### src/rtl/instruction_fetch.sv
// instruction_fetch: single-outstanding instruction fetcher with a 2-entry output FIFO.
module instruction_fetch #(
    parameter int WORDSIZE    = 64,
    parameter int INSTR_WIDTH = 32
) (
    input  logic                   clk,
    input  logic                   rst,
    input  logic [WORDSIZE-1:0]    pc_addr,
    input  logic                   pc_valid,
    output logic                   pc_ready,
    input  logic                   flush,
    output logic                   mem_req,
    output logic [WORDSIZE-1:0]    mem_addr,
    input  logic                   mem_ack,
    input  logic [INSTR_WIDTH-1:0] mem_rdata,
    output logic                   instr_valid,
    input  logic                   instr_ready,
    output logic [INSTR_WIDTH-1:0] instr_data,
    output logic [WORDSIZE-1:0]    instr_addr,
    output logic                   instr_fault
);
    typedef enum logic [1:0] {IDLE, WAIT, DROP} state_t;
    state_t state, state_next;
    logic [WORDSIZE-1:0]    addr_q [2];
    logic [INSTR_WIDTH-1:0] data_q [2];
    logic                   fault_q [2];
    logic                   wr_ptr, rd_ptr;
    logic [1:0]             count;
    logic                   accept, aligned, push, pop;
    logic [WORDSIZE-1:0]    push_addr;
    logic [INSTR_WIDTH-1:0] push_data;
    logic                   push_fault;

    assign pc_ready    = state == IDLE && count < 2'd2 && !flush && !rst;
    assign accept      = pc_valid && pc_ready;
    assign aligned     = pc_addr[1:0] == 2'b00;
    // A request is outstanding exactly while the FSM is in WAIT or DROP
    assign mem_req     = state != IDLE;
    assign instr_valid = count != 2'd0;
    assign pop         = instr_valid && instr_ready;
    assign instr_data  = instr_valid ? data_q[rd_ptr] : '0;
    assign instr_addr  = instr_valid ? addr_q[rd_ptr] : '0;
    assign instr_fault = instr_valid && fault_q[rd_ptr];

    always_comb begin
        state_next = state;
        push       = 1'b0;
        push_addr  = mem_addr;
        push_data  = mem_rdata;
        push_fault = 1'b0;
        case (state)
            IDLE: begin
                if (accept && aligned) begin
                    state_next = WAIT;
                end else if (accept) begin
                    push       = 1'b1;
                    push_addr  = pc_addr;
                    push_data  = '0;
                    push_fault = 1'b1;
                end
            end
            WAIT: begin
                if (mem_ack) begin
                    state_next = IDLE;
                    push       = !flush;
                end else if (flush) begin
                    state_next = DROP;
                end
            end
            DROP:    state_next = mem_ack ? IDLE : DROP;
            default: state_next = IDLE;
        endcase
    end

    always_ff @(posedge clk) state <= rst ? IDLE : state_next;

    always_ff @(posedge clk) begin
        if (rst) begin
            mem_addr <= '0;
            count    <= '0;
            wr_ptr   <= 1'b0;
            rd_ptr   <= 1'b0;
        end else begin
            if (accept && aligned)
                mem_addr <= pc_addr;
            if (flush) begin
                count  <= '0;
                wr_ptr <= 1'b0;
                rd_ptr <= 1'b0;
            end else begin
                if (push)
                    wr_ptr <= ~wr_ptr;
                if (pop)
                    rd_ptr <= ~rd_ptr;
                count <= count + {1'b0, push} - {1'b0, pop};
            end
        end
    end

    always_ff @(posedge clk) begin
        if (push && !flush && !rst) begin
            addr_q[wr_ptr]  <= push_addr;
            data_q[wr_ptr]  <= push_data;
            fault_q[wr_ptr] <= push_fault;
        end
    end
endmodule

### config.mk
export PLATFORM = sky130hd
export DESIGN_NAME = instruction_fetch
export DESIGN_NICKNAME = d
export VERILOG_FILES = /design/src/rtl/instruction_fetch.sv
export SDC_FILE = /design/constraint.sdc
export NUM_CORES = 1
export LEC_CHECK = 0
export CORE_ASPECT_RATIO = 0.7
export CORE_MARGIN = 3
export CORE_UTILIZATION = 30
export CTS_CLUSTER_SIZE = 30
export DETAILED_ROUTE_END_ITERATION = 16
export PLACE_DENSITY_LB_ADDON = 0.15
export SLEW_MARGIN = 15
export SYNTH_ARGS = -nofsm -noshare
export SYNTH_HDL_FRONTEND = slang
export SYNTH_SLANG_ARGS = --single-unit
export TNS_END_PERCENT = 30
### constraint.sdc
create_clock -name clk -period 7.5 [get_ports clk]
set_input_delay 1.125 -clock clk [delete_from_list [all_inputs] [get_ports clk]]
set_output_delay 1.125 -clock clk [all_outputs]
set_load 0.03 [all_outputs]
==> flow_metrics.tcl <==
set metrics [dict create \
    outcome "completed" \
    switching_share 0.236 \
    dp_cells 1535 \
    cp_max_fo 58 \
    intPower_mw 2.50 \
    regArea_um2 7250 \
    drtPass1Iterations 4 \
    fin_setup_tns_ns 0 \
    synth_edf_count 194 \
    via_per_inst 4.48 \
    antenna_found_initial 0 \
    worstSetupEndpoint "instr_addr[35]" \
    irDropWorstVdd_v 0.000122 \
    grt_overflow 0 \
    syn_to_final_growth_pct 36.5 \
    r2r_start "state[0]$_SDFFE_PP0P_" \
    hold_buffers 0 \
    synthDistinctLibCells 27 \
    yosysSeqAreaShare 0.668 \
    rsz0062_at_grt "no" \
    antenna_cells 0 \
    cts_tree "done" \
    period_share 0.610 \
    antenna_left 0 \
    gp_congestion 0.722 \
    min_period_ns 4.57 \
    syn_avg_cell_area_um2 12.9 \
    cp-start-kind "register" \
    ys_warn_count 0 \
    r2r_slack_ns 3.60 \
    dieWidth_um 233 \
    numCtsBuffers 27 \
    chipHeight_um 165 \
    coreArea_um2 35200 \
    dpl.hpwl_um 17600 \
    async_flop_share 0 \
    grt_max_degree 75 \
    clk_pin_slew_ns 0.06 \
    slew_headroom 0.273 \
    netlist_instances 841 \
    crit_required_ns 6.38 \
    drv_slew 0 \
    p_leak_nw 4.87 \
    cp_data_arrival_time_ns 3.45 \
    clockRootBuffer "clkbuf_16" \
    num_rows 57 \
    p_sw_mw 0.774 \
    pwr-share-comb 0.115 \
    cts_num_sinks 265 \
    nets 1200 \
    ios 266 \
    final_hold_viol_count 0 \
    ys_ff_latch 265 \
    drt-wirelength-per-cell_um 18.0 \
    synthFlopType "edfxtp_1" \
    utilization 0.421 \
    fillCellCount 3333 \
    wl_um 28400 \
    initial_core_util 0.308 \
    max_slew.worst_pin.slew_ns 1.09 \
    ys_top_cells_by_area "edfxtp_1, dfxtp_1, mux2i_1" \
    fin_cells 1583 \
    synth_fp_nets 949 \
    clock_path_buffers 3 \
    clock_latency_ns 0.53 \
    drive_above_1_share 0.106 \
    drc 0 \
    hold_start "mem_addr[51]$_SDFFE_PP0P_" \
    r2r-end "data_q[1][22]$_DFFE_PP_" \
    power.density_nw_per_um2 221 \
    grt_pass1_vias 7144 \
    finalClockSkew_ns 0.00858 \
    seqPwrFrac 0.493 \
    post_cts_buffers 0 \
    r2r_cells 7 \
    vias 7094 \
    synth_top_area_frac 0.537 \
    drtIter0Drc 320 \
    clkPwrFrac 0.392 \
    multi_input_area_um2 3390 \
    end_kind "output pin" \
    post_cts_resized 0 \
    fmax_mhz 219 \
    finalSetupViolations 0 \
    yosysTopAreaCell "edfxtp_1" \
    grt_pass1_wl_um 42000 \
    track_usage 0.141 \
    cap_violations 0 \
    syn_area_um2 10800 \
    worst-setup-path-type "reg -> out" \
    hp-class "reg -> reg" \
    die-area_um2 38500 \
    port_buffers 265 \
    htree_levels 1 \
]
state kept, by name (all words and copies together) (netlist names), named ones only:
| register | cells |
|---|---|
| count | 2 |
| mem_addr | 64 |
| wr_ptr | 1 |
| data_q | 64 |
| fault_q | 2 |
| addr_q | 128 |
| state | 2 |
| rd_ptr | 1 |
synth_stat cells (6+ instances only):
library cell and instances:
edfxtp_1 194, nand2_1 129, nor2_1 101, mux2i_1 99, dfxtp_1 71, a21oi_1 62
mux2_2 62, and2_1 35, clkbuf_1 29, buf_2 18, buf_1 6, ha_1 6
inv_1 6
through the flow:
stage / power [mW] / hold WS [ns] / setup WS (ns) / cell area, um^2
after CTS: 3.33 / 0.471 / 2.77 / 14800
after detailed placement: 2.03 / 0.461 / 2.32 / 14000
after global placement: 2.03 / 0.453 / 2.46 / 14000
after global routing: 3.41 / 0.489 / 2.69 / 14800
final: 3.27 / 0.466 / 2.93 / 14800
after floorplan: 1.85 / 0.469 / 1.58 / 10900
layout make-up:
class,instances,share of cell area
Clock inverter,15,0.00786
Clock buffer,33,0.0478
Inverter,6,0.00152
Multi-Input combinational cell,517,0.229
Sequential cell,265,0.490
Timing Repair Buffer,275,0.184
Tap cell,472,0.0399
worst max-delay path, cell delays in order, from the launching register on:
cell             delay, ns
dfxtp_4               1.02
buf_4                 0.74
mux2i_1               0.19
nor2_1                0.20
clkdlybuf4s50_1       0.71
power by group through the flow:
stage | Combinational, mW | Sequential [mW] | Clock [mW]
after floorplan | 0.195 | 1.65 | 0
after global placement | 0.382 | 1.65 | 0
after detailed placement | 0.382 | 1.65 | 0
after CTS | 0.385 | 1.62 | 1.33
after global routing | 0.405 | 1.62 | 1.39
final | 0.377 | 1.61 | 1.28
cells in the final DEF (no fill, tap or decap), types with 5 or more instances in the layout:
cell | netlist | final
clkbuf_1 | 29 | 5
nand2_1 | 129 | 129
mux2i_1 | 99 | 99
clkbuf_16 | 0 | 27
nor2_1 | 101 | 100
a21oi_1 | 62 | 62
inv_1 | 6 | 6
and2_1 | 35 | 35
ha_1 | 6 | 6
clkdlybuf4s50_1 | 0 | 264
buf_4 | 0 | 10
dfxtp_1 | 71 | 70
edfxtp_1 | 194 | 194
clkinv_1 | 0 | 7
clkinv_2 | 0 | 6
mux2_2 | 62 | 62
logic make-up after synthesis:
group	Yosys count	synth area share
AND/OR/NAND/NOR	279	0.110
flip-flops	265	0.668
multiplexers	161	0.156
AO/OA/AOI/OAI	68	0.0338
buffers and inverters	59	0.0225
adder cells (fa/ha/maj)	6	0.00692
XOR/XNOR	3	0.00242
routing by layer:
layer,vias up,track usage,wire length (um)
li1,3452,-,-
met1,3416,0.190,13100
met2,192,0.229,12900
met3,34,0.0412,2050
met4,0,0.0260,394
met5,-,0,0
worst min-delay path by stage:
stage	end	slack, ns	cells after the start
final	mem_addr[51]$_SDFFE_PP0P_	0.47	2
after floorplan	state[1]$_SDFFE_PP0P_	0.47	2
after CTS	mem_addr[5]$_SDFFE_PP0P_	0.47	2
after global placement	mem_addr[45]$_SDFFE_PP0P_	0.45	2
after detailed placement	mem_addr[47]$_SDFFE_PP0P_	0.46	2
after global routing	mem_addr[36]$_SDFFE_PP0P_	0.49	2
Power figures use the tool's default switching activity.
==> patch 1 (same settings) <==
Put a register stage on the output `instr_fault`, cleared by the reset. The value now appears one clock later. The other outputs are not delayed to match.
--- a/src/rtl/instruction_fetch.sv
+++ b/src/rtl/instruction_fetch.sv
@@ -41,5 +41,11 @@
     assign instr_data  = instr_valid ? data_q[rd_ptr] : '0;
     assign instr_addr  = instr_valid ? addr_q[rd_ptr] : '0;
-    assign instr_fault = instr_valid && fault_q[rd_ptr];
+    always_ff @(posedge clk) begin
+        if (rst) begin
+            instr_fault <= '0;
+        end else begin
+            instr_fault <= instr_valid && fault_q[rd_ptr];
+        end
+    end
 
     always_comb begin
Function: changed (Yosys sat finds a counterexample within 4 cycles, from zero or initial values and one cycle with rst high).
==> patch 1 against the unedited design <==
  * Design area is 1.2% higher
  * Power up 5.5%
  * Global-route usage grew 0.42 points
  * Count of clock-buffer cells in the layout decreased by 1
  * Cell count rose by 0.32%
  * Area after synthesis is 0.20% higher
  * Register-to-register slack improved by 0.21 ns
  * Wire length rose by 0.83%
  * Setup slack improved by 0.27 ns
  * Utilization grew 0.51 points
  * Hold slack gained 0.0025 ns
  * Synthesized cell count is 0.12% higher
  * Critical path depth up 2
  * Sequential cell count rose by 1
==> patch 1: results (changes against the unedited design) <==
multiplexer area fraction after synthesis 15.5% (-0.031 points); total CTS buffers 28 (+3.7%); vias in the first global route 7298 (+2.2%); leakage 4.94 nW (+1.6%); post-synthesis xor/xnor area fraction 0.242% (-0.00047 points); peak supply drop 117 uV (-4.3%); CP max stage cell and3_4; Avg Cell Area, Syn 12.9 sq um (about the same); Slew Limit Headroom 28.3% (+1.1 points); total wire length 28.7 mm (+0.83%); Synth Net Count 950 (+0.11%); critical path's top delay family simple AND/OR/NAND/NOR gates; dpl cells 1536 (+0.065%); I/O Buffers 265 (unchanged); adder-cell share of the synthesized area 0.691% (-0.0014 points); Post-synth top cells edfxtp_1, nand2_1, nor2_1, mux2i_1, dfxtp_1; Avg Vias per Cell 4.50 (+0.44%); sequential area share after synthesis 66.9% (about the same); Crit path largest cell delay 0.92 ns (-0.10 ns); Setup Skew 0.0113 ns (+0.00273 ns); run status complete, no violations; CP Data Arrival Time 4.49 ns (+1.04 ns); DP HPWL 17.4 mm (-1.2%); first-pass detailed-route iteration total 5 (+1); count of nets after finishing 1202 (+0.17%); initial antenna violation count 1 (+1); layout cell share with drive strength beyond 1 11.4% (+0.76 points)
[patch 1: cell types whose count changed in the layout (fill, tap and decap cells not counted), moves of 2 or more]
cell and change:
clkbuf_1 -3, clkbuf_16 +2, clkinv_1 -2, bufinv_16 +3, clkinvlp_4 +2
[patch 1: area by class of cell]
type | count | area [sq um]
well taps | 472 | 591
fillers | 3294 | 20200
clock inverters | 20 | 228
repair buffers | 275 | 2720
flip-flops and latches | 266 | 7270
clock buffers | 32 | 747
multi-input cells | 517 | 3400
inverters | 6 | 22.5
[patch 1: layer usage]
layer	global-route usage, %	vias to the layer above	share of wire [%]
li1	-	3480	-
met3	4.32	36	6.9
met1	20.1	3451	47
met4	2.67	2	1.5
met2	22.8	179	45
met5	0	-	0.045
[patch 1: power by group through the flow]
stage / combinational, mW / sequential [mW] / clock (mW)
floorplan: 0.195 / 1.66 / 0
global placement: 0.384 / 1.65 / 0
detailed placement: 0.386 / 1.65 / 0
CTS: 0.388 / 1.62 / 1.50
global route: 0.411 / 1.62 / 1.56
finish: 0.380 / 1.62 / 1.46
[patch 1: worst paths after layout]
kind / from / end / slack (ns)
setup reg to reg: state[1]$_SDFFE_PP0P_ / data_q[1][26]$_DFFE_PP_ / 3.81
setup / recovery: flush / data_q[1][26]$_DFFE_PP_ / 3.19
hold reg to reg: mem_addr[2]$_SDFFE_PP0P_ / mem_addr[2]$_SDFFE_PP0P_ / 0.47
hold / removal: mem_addr[2]$_SDFFE_PP0P_ / mem_addr[2]$_SDFFE_PP0P_ / 0.47
[patch 1: metrics by stage]
step                      area (sq um)  worst slack (ns)
after global routing             15000              2.89
final                            15000              3.19
after floorplan                  10900              1.58
after detailed placement         14000              2.49
after CTS                        15000              3.07
after global placement           14000              2.56
==> patch 2 (config.mk and constraints unchanged) <==
Without the edit above. Set the parameter `INSTR_WIDTH` to 16 (it was 32).
--- a/src/rtl/instruction_fetch.sv
+++ b/src/rtl/instruction_fetch.sv
@@ -2,5 +2,5 @@
 module instruction_fetch #(
     parameter int WORDSIZE    = 64,
-    parameter int INSTR_WIDTH = 32
+    parameter int INSTR_WIDTH = 16
 ) (
     input  logic                   clk,
Ports: changed (resized instr_data and mem_rdata); port bits go from 266 to 234. No check against the original RTL was run, so the function may have changed too.
==> patch 2 against the unedited design <==
  * Wire length down 9.5%
  * Setup slack better by 0.16 ns
  * Hold slack better by 0.0040 ns
  * Sequential share of layout area down 1.2 points
  * Cell count down 11%
  * Sequential cell count down 32
  * Area after synthesis down 11%
  * Design area down 11%
  * Power down 7.9%
  * Via count down 11%
  * Critical path type unchanged
  * Critical endpoint is now instr_addr[58]
==> patch 2: results (changes against the unedited design) <==
postcts setup bufs 0 (unchanged); Critical Path Fanout Max 43 (-26%); largest net degree at the start of global routing 62 (-17%); routing usage on met3 3.29% (-0.83 points); Avg Vias per Cell 4.45 (-0.77%); Setup Skew 0.0126 ns (+0.00399 ns); Post-synth EDFFs 162 (-16%); Synth Net Count 848 (-11%); DR WL/cell 18.2 microns (+1.2%); PostCTS Resize Cnt 0 (unchanged); met1 global-route usage 20.1% (+1.1 points); Hold Path Class register to register; # H-tree levels 1 (unchanged); met2 Track Usage GR 23.5% (+0.68 points); M1 WL 12.4 mm (-5.9%); RD Place Congestion 0.709 (-1.8%); critical path's top delay family buffers and inverters; CP Data Arrival Time 3.29 ns (-0.16 ns); Synth area leaders edfxtp_1, dfxtp_1, mux2i_1; clock tree buffer depth 3 (unchanged); Post-synth top cells edfxtp_1, nand2_1, nor2_1, mux2i_1, dfxtp_1; Clk Tree Root Cell clkbuf_16; clock-pin slew on the worst setup and hold paths 0.07 ns; largest registers addr_q: 128 flops, mem_addr: 64 flops, data_q: 32 flops; CP max stage cell dfxtp_4; initial DRC count 296 (-7.5%); global-route wire length before repair 38.4 mm (-8.6%); count of nets after finishing 1069 (-11%); layout cell share with drive strength beyond 1 12.0% (+1.3 points); routed wl met3 1.28 mm (-38%); met2 WL 11.7 mm (-8.8%); Async S/R FF share, synth 0% (unchanged); first-pass detailed-route iteration total 4 (unchanged); gr usage total 14.4% (+0.34 points); Antenna Cells 0 (unchanged); peak supply drop 116 uV (-4.8%); FILL cells 2972 (-11%); Clock Latency Late Sink 0.52 ns; initial antenna violation count 0 (unchanged); Slew Limit Headroom 35.6% (+8.3 points); I/O Buffers 233 (-12%); leakage 4.36 nW (-10%); final hold violations 0 (unchanged); DP HPWL 15.8 mm (-10%); vias in the first global route 6407 (-10%); run status complete, no violations; Ys Warns 0 (unchanged); uppermost layer routed met4; sequential area share after synthesis 65.3% (-1.5 points); post-synth cell types 29 (+7.4%); Crit path largest cell delay 0.88 ns (-0.14 ns); total CTS buffers 24 (-11%)
patch 2: path summary, 6_finish.rpt:
kind | cells past startpoint | endpoint | slack [ns] | startpoint
max reg2reg | 7 | data_q[1][3]$_DFFE_PP_ | 4.60 | state[1]$_SDFFE_PP0P_
min reg2reg | 2 | mem_addr[6]$_SDFFE_PP0P_ | 0.47 | mem_addr[6]$_SDFFE_PP0P_
max | 4 | instr_addr[58] | 3.08 | register
min | 2 | mem_addr[6]$_SDFFE_PP0P_ | 0.47 | mem_addr[6]$_SDFFE_PP0P_
patch 2: cell families (layout without fill, tap and decap cells):
group / Yosys count / after routing / synth area share [%]
buffers and inverters: 54 / 293 / 3.06
DFF: 233 / 233 / 65.3
xor gates and xnor gates: 3 / 3 / 0.273
AOI/OAI and AO/OA: 68 / 68 / 3.94
and+or+nand+nor: 247 / 247 / 10.8
muxes: 145 / 145 / 15.9
adders and majority gates: 6 / 6 / 0.780
patch 2: through the flow:
stage          worst slack (ns)  std cells  util (%)  hold slack [ns]  cell area [sq um]
5_1_grt                    2.87       1415      41.9            0.485              13100
4_1_cts                    2.95       1415      41.9            0.470              13100
6_report                   3.08       1415      41.9            0.470              13100
3_3_place_gp               3.43       1371      39.2            0.450              12300
2_1_floorplan              2.09        756         -            0.469               9620
3_5_place_dp               3.40       1371      39.2            0.461              12300
patch 2: where the power goes:
part,switching (mW),total (mW),internal (mW)
Clock,0.491,1.27,0.782
Sequential,0.0129,1.41,1.40
Combinational,0.186,0.330,0.144
Total,0.689,3.01,2.32
patch 2: layout make-up:
| type | count | share of cell area, % |
|---|---|---|
| clock buffers | 31 | 5.23 |
| flip-flops and latches | 233 | 47.8 |
| well taps | 420 | 4.00 |
| inverters | 6 | 0.171 |
| multi-input cells | 469 | 23.3 |
| clock inverters | 13 | 1.24 |
| repair buffers | 243 | 18.3 |
